$ cat config.mk
export PLATFORM = sky130hd
export DESIGN_NAME = pwl_spi_host
export DESIGN_NICKNAME = d
export VERILOG_FILES = /design/src/rtl/pwl_spi_host.sv
export SDC_FILE = /design/constraint.sdc
export NUM_CORES = 1
export LEC_CHECK = 0
export BUFFER_PORTS_ARGS = -buffer_cell sky130_fd_sc_hd__buf_2
export CAP_MARGIN = 20
export CORE_MARGIN = 2
export CORE_UTILIZATION = 25
export CTS_CLUSTER_SIZE = 14
export DETAILED_ROUTE_END_ITERATION = 10
export REMOVE_ABC_BUFFERS = 1
export SYNTH_ARGS = -nofsm -noshare
export SYNTH_HDL_FRONTEND = slang
export SYNTH_SLANG_ARGS = --single-unit
$ cat constraint.sdc
create_clock -name clk -period 3.6 [get_ports clk]
set_clock_uncertainty 0.1 [all_clocks]
set_input_delay 0.18 -clock clk [delete_from_list [all_inputs] [get_ports clk]]
set_output_delay 0.18 -clock clk [all_outputs]
set_load 0.01 [all_outputs]
$ cat src/rtl/pwl_spi_host.sv
// pwl_spi_host
//   SPI mode-0 bus master for register access into the TinyQV peripheral
//   harness that hosts the PWL synth. Each accepted request becomes a 40-bit
//   frame, MSB first: command byte {write, 1'b0, addr[5:0]} and then 32 data
//   bits (write data, or zeros for a read). The read word is taken from the
//   last 32 MISO bits of the frame.
//
// Ports
//   clk, rst_n              system clock, asynchronous active-low reset
//   req_valid / req_ready   request handshake
//   req_write               1 = write, 0 = read
//   req_addr[5:0]           peripheral register address
//   req_wdata[31:0]         write data (ignored for reads)
//   rsp_valid               one-cycle pulse on the first cycle after cs_n rises
//   rsp_rdata[31:0]         read word, 0 after a write; held until next completion
//   spi_cs_n, spi_sck,      harness SPI pins; sck idles low
//   spi_mosi, spi_miso
//
// Handshake: a request transfers on a rising clk edge where req_valid and
// req_ready are both high. req_ready is high only in IDLE; req_valid at any
// other time is ignored and nothing is queued. Request fields are captured
// on the accepting edge, so the requester may change them afterwards.
//
// Parameter CLK_DIV (1..255) is the SCK half-period in clk cycles.

module pwl_spi_host #(
    parameter int unsigned CLK_DIV = 2
) (
    input  logic        clk,
    input  logic        rst_n,
    input  logic        req_valid,
    output logic        req_ready,
    input  logic        req_write,
    input  logic [5:0]  req_addr,
    input  logic [31:0] req_wdata,
    output logic        rsp_valid,
    output logic [31:0] rsp_rdata,
    output logic        spi_cs_n,
    output logic        spi_sck,
    output logic        spi_mosi,
    input  logic        spi_miso
);

    typedef enum logic [1:0] {
        S_IDLE  = 2'd0,
        S_SHIFT = 2'd1,
        S_HOLD  = 2'd2,
        S_GAP   = 2'd3
    } state_t;

    localparam logic [7:0] DIV_LAST = 8'(CLK_DIV - 1);
    localparam logic [5:0] BIT_LAST = 6'd39;

    state_t      state_q, state_d;
    logic [7:0]  div_q;      // clk cycles spent in the current phase
    logic [5:0]  bit_q;      // frame bit currently on the wire
    logic        sck_hi_q;   // 0 = low half of the bit, 1 = high half
    logic [39:0] tx_q;       // outgoing frame, bit 39 drives MOSI
    logic [31:0] rx_q;       // last 32 MISO samples
    logic        wr_q;       // latched write flag of the frame in flight
    logic        rsp_valid_q;
    logic [31:0] rsp_rdata_q;
    logic        div_done;

    assign div_done = (div_q == DIV_LAST);

    // Next state
    always_comb begin
        state_d = state_q;
        case (state_q)
            S_IDLE:  if (req_valid) state_d = S_SHIFT;
            S_SHIFT: if (div_done && sck_hi_q && (bit_q == BIT_LAST)) state_d = S_HOLD;
            S_HOLD:  if (div_done) state_d = S_GAP;
            S_GAP:   if (div_done) state_d = S_IDLE;
            default: state_d = S_IDLE;
        endcase
    end

    // Pin outputs decode straight from registered state, so the asynchronous
    // reset drives every pin to its idle value immediately.
    always_comb begin
        req_ready = (state_q == S_IDLE);
        spi_cs_n  = !((state_q == S_SHIFT) || (state_q == S_HOLD));
        spi_sck   = (state_q == S_SHIFT) && sck_hi_q;
        spi_mosi  = (state_q == S_SHIFT) && tx_q[39];
    end

    assign rsp_valid = rsp_valid_q;
    assign rsp_rdata = rsp_rdata_q;

    always_ff @(posedge clk or negedge rst_n) begin
        if (!rst_n) begin
            state_q     <= S_IDLE;
            div_q       <= '0;
            bit_q       <= '0;
            sck_hi_q    <= 1'b0;
            tx_q        <= '0;
            rx_q        <= '0;
            wr_q        <= 1'b0;
            rsp_valid_q <= 1'b0;
            rsp_rdata_q <= '0;
        end else begin
            state_q     <= state_d;
            rsp_valid_q <= 1'b0;
            case (state_q)
                S_IDLE: begin
                    div_q    <= '0;
                    bit_q    <= '0;
                    sck_hi_q <= 1'b0;
                    if (req_valid) begin
                        tx_q <= {req_write, 1'b0, req_addr,
                                 (req_write ? req_wdata : 32'h0)};
                        wr_q <= req_write;
                    end
                end
                S_SHIFT: begin
                    if (div_done) begin
                        div_q <= '0;
                        if (sck_hi_q) begin
                            // End of the high phase: sample MISO, then the
                            // falling edge moves the next bit onto MOSI.
                            sck_hi_q <= 1'b0;
                            rx_q     <= {rx_q[30:0], spi_miso};
                            tx_q     <= {tx_q[38:0], 1'b0};
                            bit_q    <= bit_q + 6'd1;
                        end else begin
                            sck_hi_q <= 1'b1;
                        end
                    end else begin
                        div_q <= div_q + 8'd1;
                    end
                end
                S_HOLD: begin
                    div_q <= div_done ? 8'd0 : div_q + 8'd1;
                    if (div_done) begin
                        rsp_valid_q <= 1'b1;
                        rsp_rdata_q <= wr_q ? 32'h0 : rx_q;
                    end
                end
                S_GAP: begin
                    div_q <= div_done ? 8'd0 : div_q + 8'd1;
                end
                default: div_q <= '0;
            endcase
        end
    end

endmodule
Yosys cells after proc, flatten, opt, wreduce, memory -nomap -nowiden. Cells that the tools add are included. Widths: inputs -> output; s select.

Add/subtract/negate cells: 2. Reductions and logical operators: 16. Mux-type cells: 21. Eq/ne operators: 11.

Operators by type and width (number): $mux 40 (3); $pmux 40 s2 (1); $mux 32 (2); $pmux 8 s2 (1); $mux 6 (2); $ne 2x2->1 const B (6); $pmux 6 s2 (1); $add 8x1->8 const B (1); $eq 8x1->1 const B (1); $mux 2 (4); $mux 8 (1); $pmux 2 s4 (1); $reduce_and 4->1 (2); $add 6x1->6 const B (1); $eq 6x6->1 const B (1); $reduce_and 2->1 (3); $reduce_and 3->1 (2); $eq 2x2->1 const B (2); $logic_and 1x1->1 (4); $mux 1 (4); $reduce_or 3->1 (1); $eq 2x1->1 const B (1); $logic_not 2->1 (1); $pmux 1 s2 (1); other kinds (3) (3).

Output and inout port bits: 37. Bits of input ports: 43. Register bits: 123. Word-level logic and storage cells: 59.

Logic depth before layout (Yosys ltp).
Depth after elaboration: 5. Gate-level depth with buffers: 9. Depth with buffers taken out: 7.

Worst setup path after synthesis. No wires, ideal clock.

Kind: register to register. Start: register state_q[1]. End: register rx_q[10]. Period minus slack after synthesis: 1.909 ns. Data arrival time: 1.684 ns. Path buffers: 1. Setup time: 0.125 ns. Setup slack: 1.691 ns. Data required time: 3.375 ns. Stages on the path, launching flop included: 7. Path through: dfrtp_1 inv_1 ha_1 and2_1 nand3_2 buf_1 mux2_2.

Word-level cells in the longest chain between the ends: 2.

Ends and longest elaborated chain: from (decl) (line 54) `state_t state_q, state_d;`; from (signal assigned) (line 103) `state_q <= state_d;`; $eq 2x1->1 (line 105) `case (state_q)`; $reduce_and 3->1 (no line); to (signal assigned) (line 123) `rx_q <= {rx_q[30:0], spi_miso};`; to (decl) (line 59) `logic [31:0] rx_q;`.

Every way passes these cells. A chain may end at the register's enable or synchronous reset.

Worst setup path after layout.
Start: register state_q[1]. End: output spi_mosi.

Word-level cells in the longest chain between the ends: 2.

Ends and longest elaborated chain: $eq 2x1->1 (line 85) `spi_mosi = (state_q == S_SHIFT) && tx_q[39];`; $logic_and 1x1->1 (line 85); to (decl) (line 40) `output logic spi_mosi,`.

Every way passes these cells.

==> qor.txt <==
Mapped Avg Cell Area: 11.1 µm²
delay-heaviest family, CP: buffers and inverters
layout cell share with drive strength beyond 1: 28.9%
CTS tree: yes
most common cell after layout, fill and taps aside: dfrtp_1
max-cap viol count: 0
post-layout min period: 2.25 ns
number of I/O pins: 80
die area: 22900 µm²
peak fanout along the critical path: 46
clock root buffer master: clkbuf_16
relative slew slack: 38.4%
P_leak: 3.26 nW
H-tree depth: 4
Crit Path Category: reg -> out
CTS Buf Count: 17
fin. max-slew vios: 0
Crit path buffers/inverters: 3
Post-CTS Setup Bufs: 0
Layout area overhead: 30.2%
Post-synth EDFFs: 0
area leader, netlist: dfrtp_1
register clock-pin slew on the reported worst setup and hold paths: 0.06 ns
Mapped Area: 5430 µm²
asr flop ratio synth: 100%
number of global-route vias before repair: 3899
Post-DRT Antenna Nets: 0
setup_tns: 0 ns
post-detail-place hpwl: 7.11 mm
largest net degree at the start of global routing: 70
Yosys top cell area share: 56.7%
cells after synthesis: 491
Die Wd: 151 µm
CP Data Arrival Time: 1.97 ns
critical path data required time: 3.32 ns
status: finished, final reports clean
CTS max path bufs: 2
worst path cell trace: inv_1 > ha_2 > buf_4 > and2_1 > buf_2
largest cells by area after synthesis: dfrtp_1 57%, mux2_2 6.8%, a22oi_1 4.1%
crit path capture type: output pin
Initial Util: 25.7%
gr usage total: 10.7%
first-pass iteration count of the detailed router: 4
diodes inserted: 0
placed inst area: 6080 µm²
Rows: 53
Skew-Pair Late Insertion Delay: 0.41 ns
routed vias: 3883
PnR Total Power: 5.20 mW
fin crit share: 62.5%
Max Freq: 444 MHz
Power Density: 736 nW/µm²
Final Wtd Congestion: 0.802
HP Class: in -> reg
wire length per cell: 12.7 µm
worst-margin pin slew: 0.924 ns
startpoint types: register
DRT iter0 DRCs: 74
Peak VDD IR: 0.000402 V
Final setup viols: 0
Synth Flop Type: dfrtp_1
Crit path largest cell delay: 0.46 ns
post-synthesis register bit count: 123
Post-Route WL: 11.4 mm
initial antenna violation count: 0
DRC: 0
Clock Sinks: 123
routed vias/inst: 4.34
Final Hold Viols: 0
Port Buffers: 79
register area share after synthesis: 56.7%
first-pass GRT wire length: 19.3 mm
layout net count: 657
slowest stage cell, crit path: buf_4
Cell variety after synth: 39
final instance area: 7070 µm²
GRT Residual Overflow: 0
RSZ-0062 raised after global routing: false
core footprint: 21200 µm²
Die Ht: 151 µm
most frequent cells in the layout: 123 x dfrtp_1, 78 x buf_2, 51 x nor2_1
warnings from Yosys: 0
[Yosys cell counts (8+ instances only)]
cell type	number
o21ai_1	15
a22oi_1	30
mux2_2	33
nand2b_1	33
nand2_1	38
nor2_1	51
ha_1	8
o21ai_0	8
nand3_1	9
a21oi_1	42
mux2i_1	8
clkbuf_1	13
o21ai_2	17
dfrtp_1	123
inv_1	8
[timing repair]
action,CTS,global route
resized for setup,0,0
hold buffers,39,0
endpoints found under the hold margin,105,0
[cell type report]
cell class	instances	area, µm²
Timing Repair Buffer	126	861
Clock inverter	14	160
Fill cell	2131	14100
Inverter	8	30.0
Multi-Input combinational cell	330	2160
Sequential cell	123	3080
Tap cell	275	344
Clock buffer	18	439
[registers in the layout, indices dropped and copies added (netlist names)]
signal and flops:
tx_q 40, rsp_rdata 32, rx_q 32, div_q 8, bit_q 6, state_q 2
rsp_valid 1, sck_hi_q 1, wr_q 1
[final timing paths]
path / start / endpoint / slack [ns] / depth (start not counted)
worst max-delay path: state_q[1]$_DFFE_PN0P_ / spi_mosi / 1.35 / 5
worst min-delay path: req_valid / tx_q[0]$_DFFE_PN0P_ / 0.002 / 3
worst max register to register: div_q[1]$_DFF_PN0_ / rsp_rdata[18]$_DFFE_PN0P_ / 1.39 / 8
worst min register to register: rsp_rdata[21]$_DFFE_PN0P_ / rsp_rdata[21]$_DFFE_PN0P_ / 0.37 / 2
max in group asynchronous: rst_n / tx_q[9]$_DFFE_PN0P_ / 2.24 / 3
min in group asynchronous: rst_n / rsp_rdata[27]$_DFFE_PN0P_ / 0.33 / 2
[layer usage]
layer  wire [µm]  track usage [%]  part of all wire (%)
met1        5420             13.9                    48
met5           0                0                     0
met3         427             2.44                   3.7
met4         245             5.14                   2.2
met2        5300             17.0                    47
[logic make-up (layout without fill, tap and decap cells)]
logic type	count (synthesis)	count (layout)	synth area share (%)
adder cells (fa/ha/maj)	8	8	1.84
multiplexers	41	41	8.32
XOR/XNOR	10	10	1.61
AO/OA/AOI/OAI	118	118	13.7
buffers and inverters	38	166	3.80
flip-flops	123	123	56.7
AND/OR/NAND/NOR	153	153	14.0
[tightest hold or removal path: stages]
cell     delay, ns
buf_2         0.09
nand4_1       0.11
o21ai_0       0.09
[through the flow]
stage / utilization [%] / hold WS [ns] / worst slack (ns) / std cells
floorplan: - / -0.216 / -0.249 / 461
global placement: 28.7 / 0.279 / 1.44 / 823
detailed placement: 28.7 / 0.274 / 1.39 / 823
CTS: 33.4 / 0.00444 / 1.31 / 894
global route: 33.4 / 0.0411 / 1.22 / 894
finish: 33.4 / 0.00184 / 1.35 / 894
[where the power goes]
group	total (mW)	internal [mW]	switching [mW]
Sequential	1.95	1.71	0.235
Combinational	1.54	0.636	0.903
Clock	1.72	1.05	0.664
Total	5.20	3.40	1.80
Power figures use the tool's default switching activity.
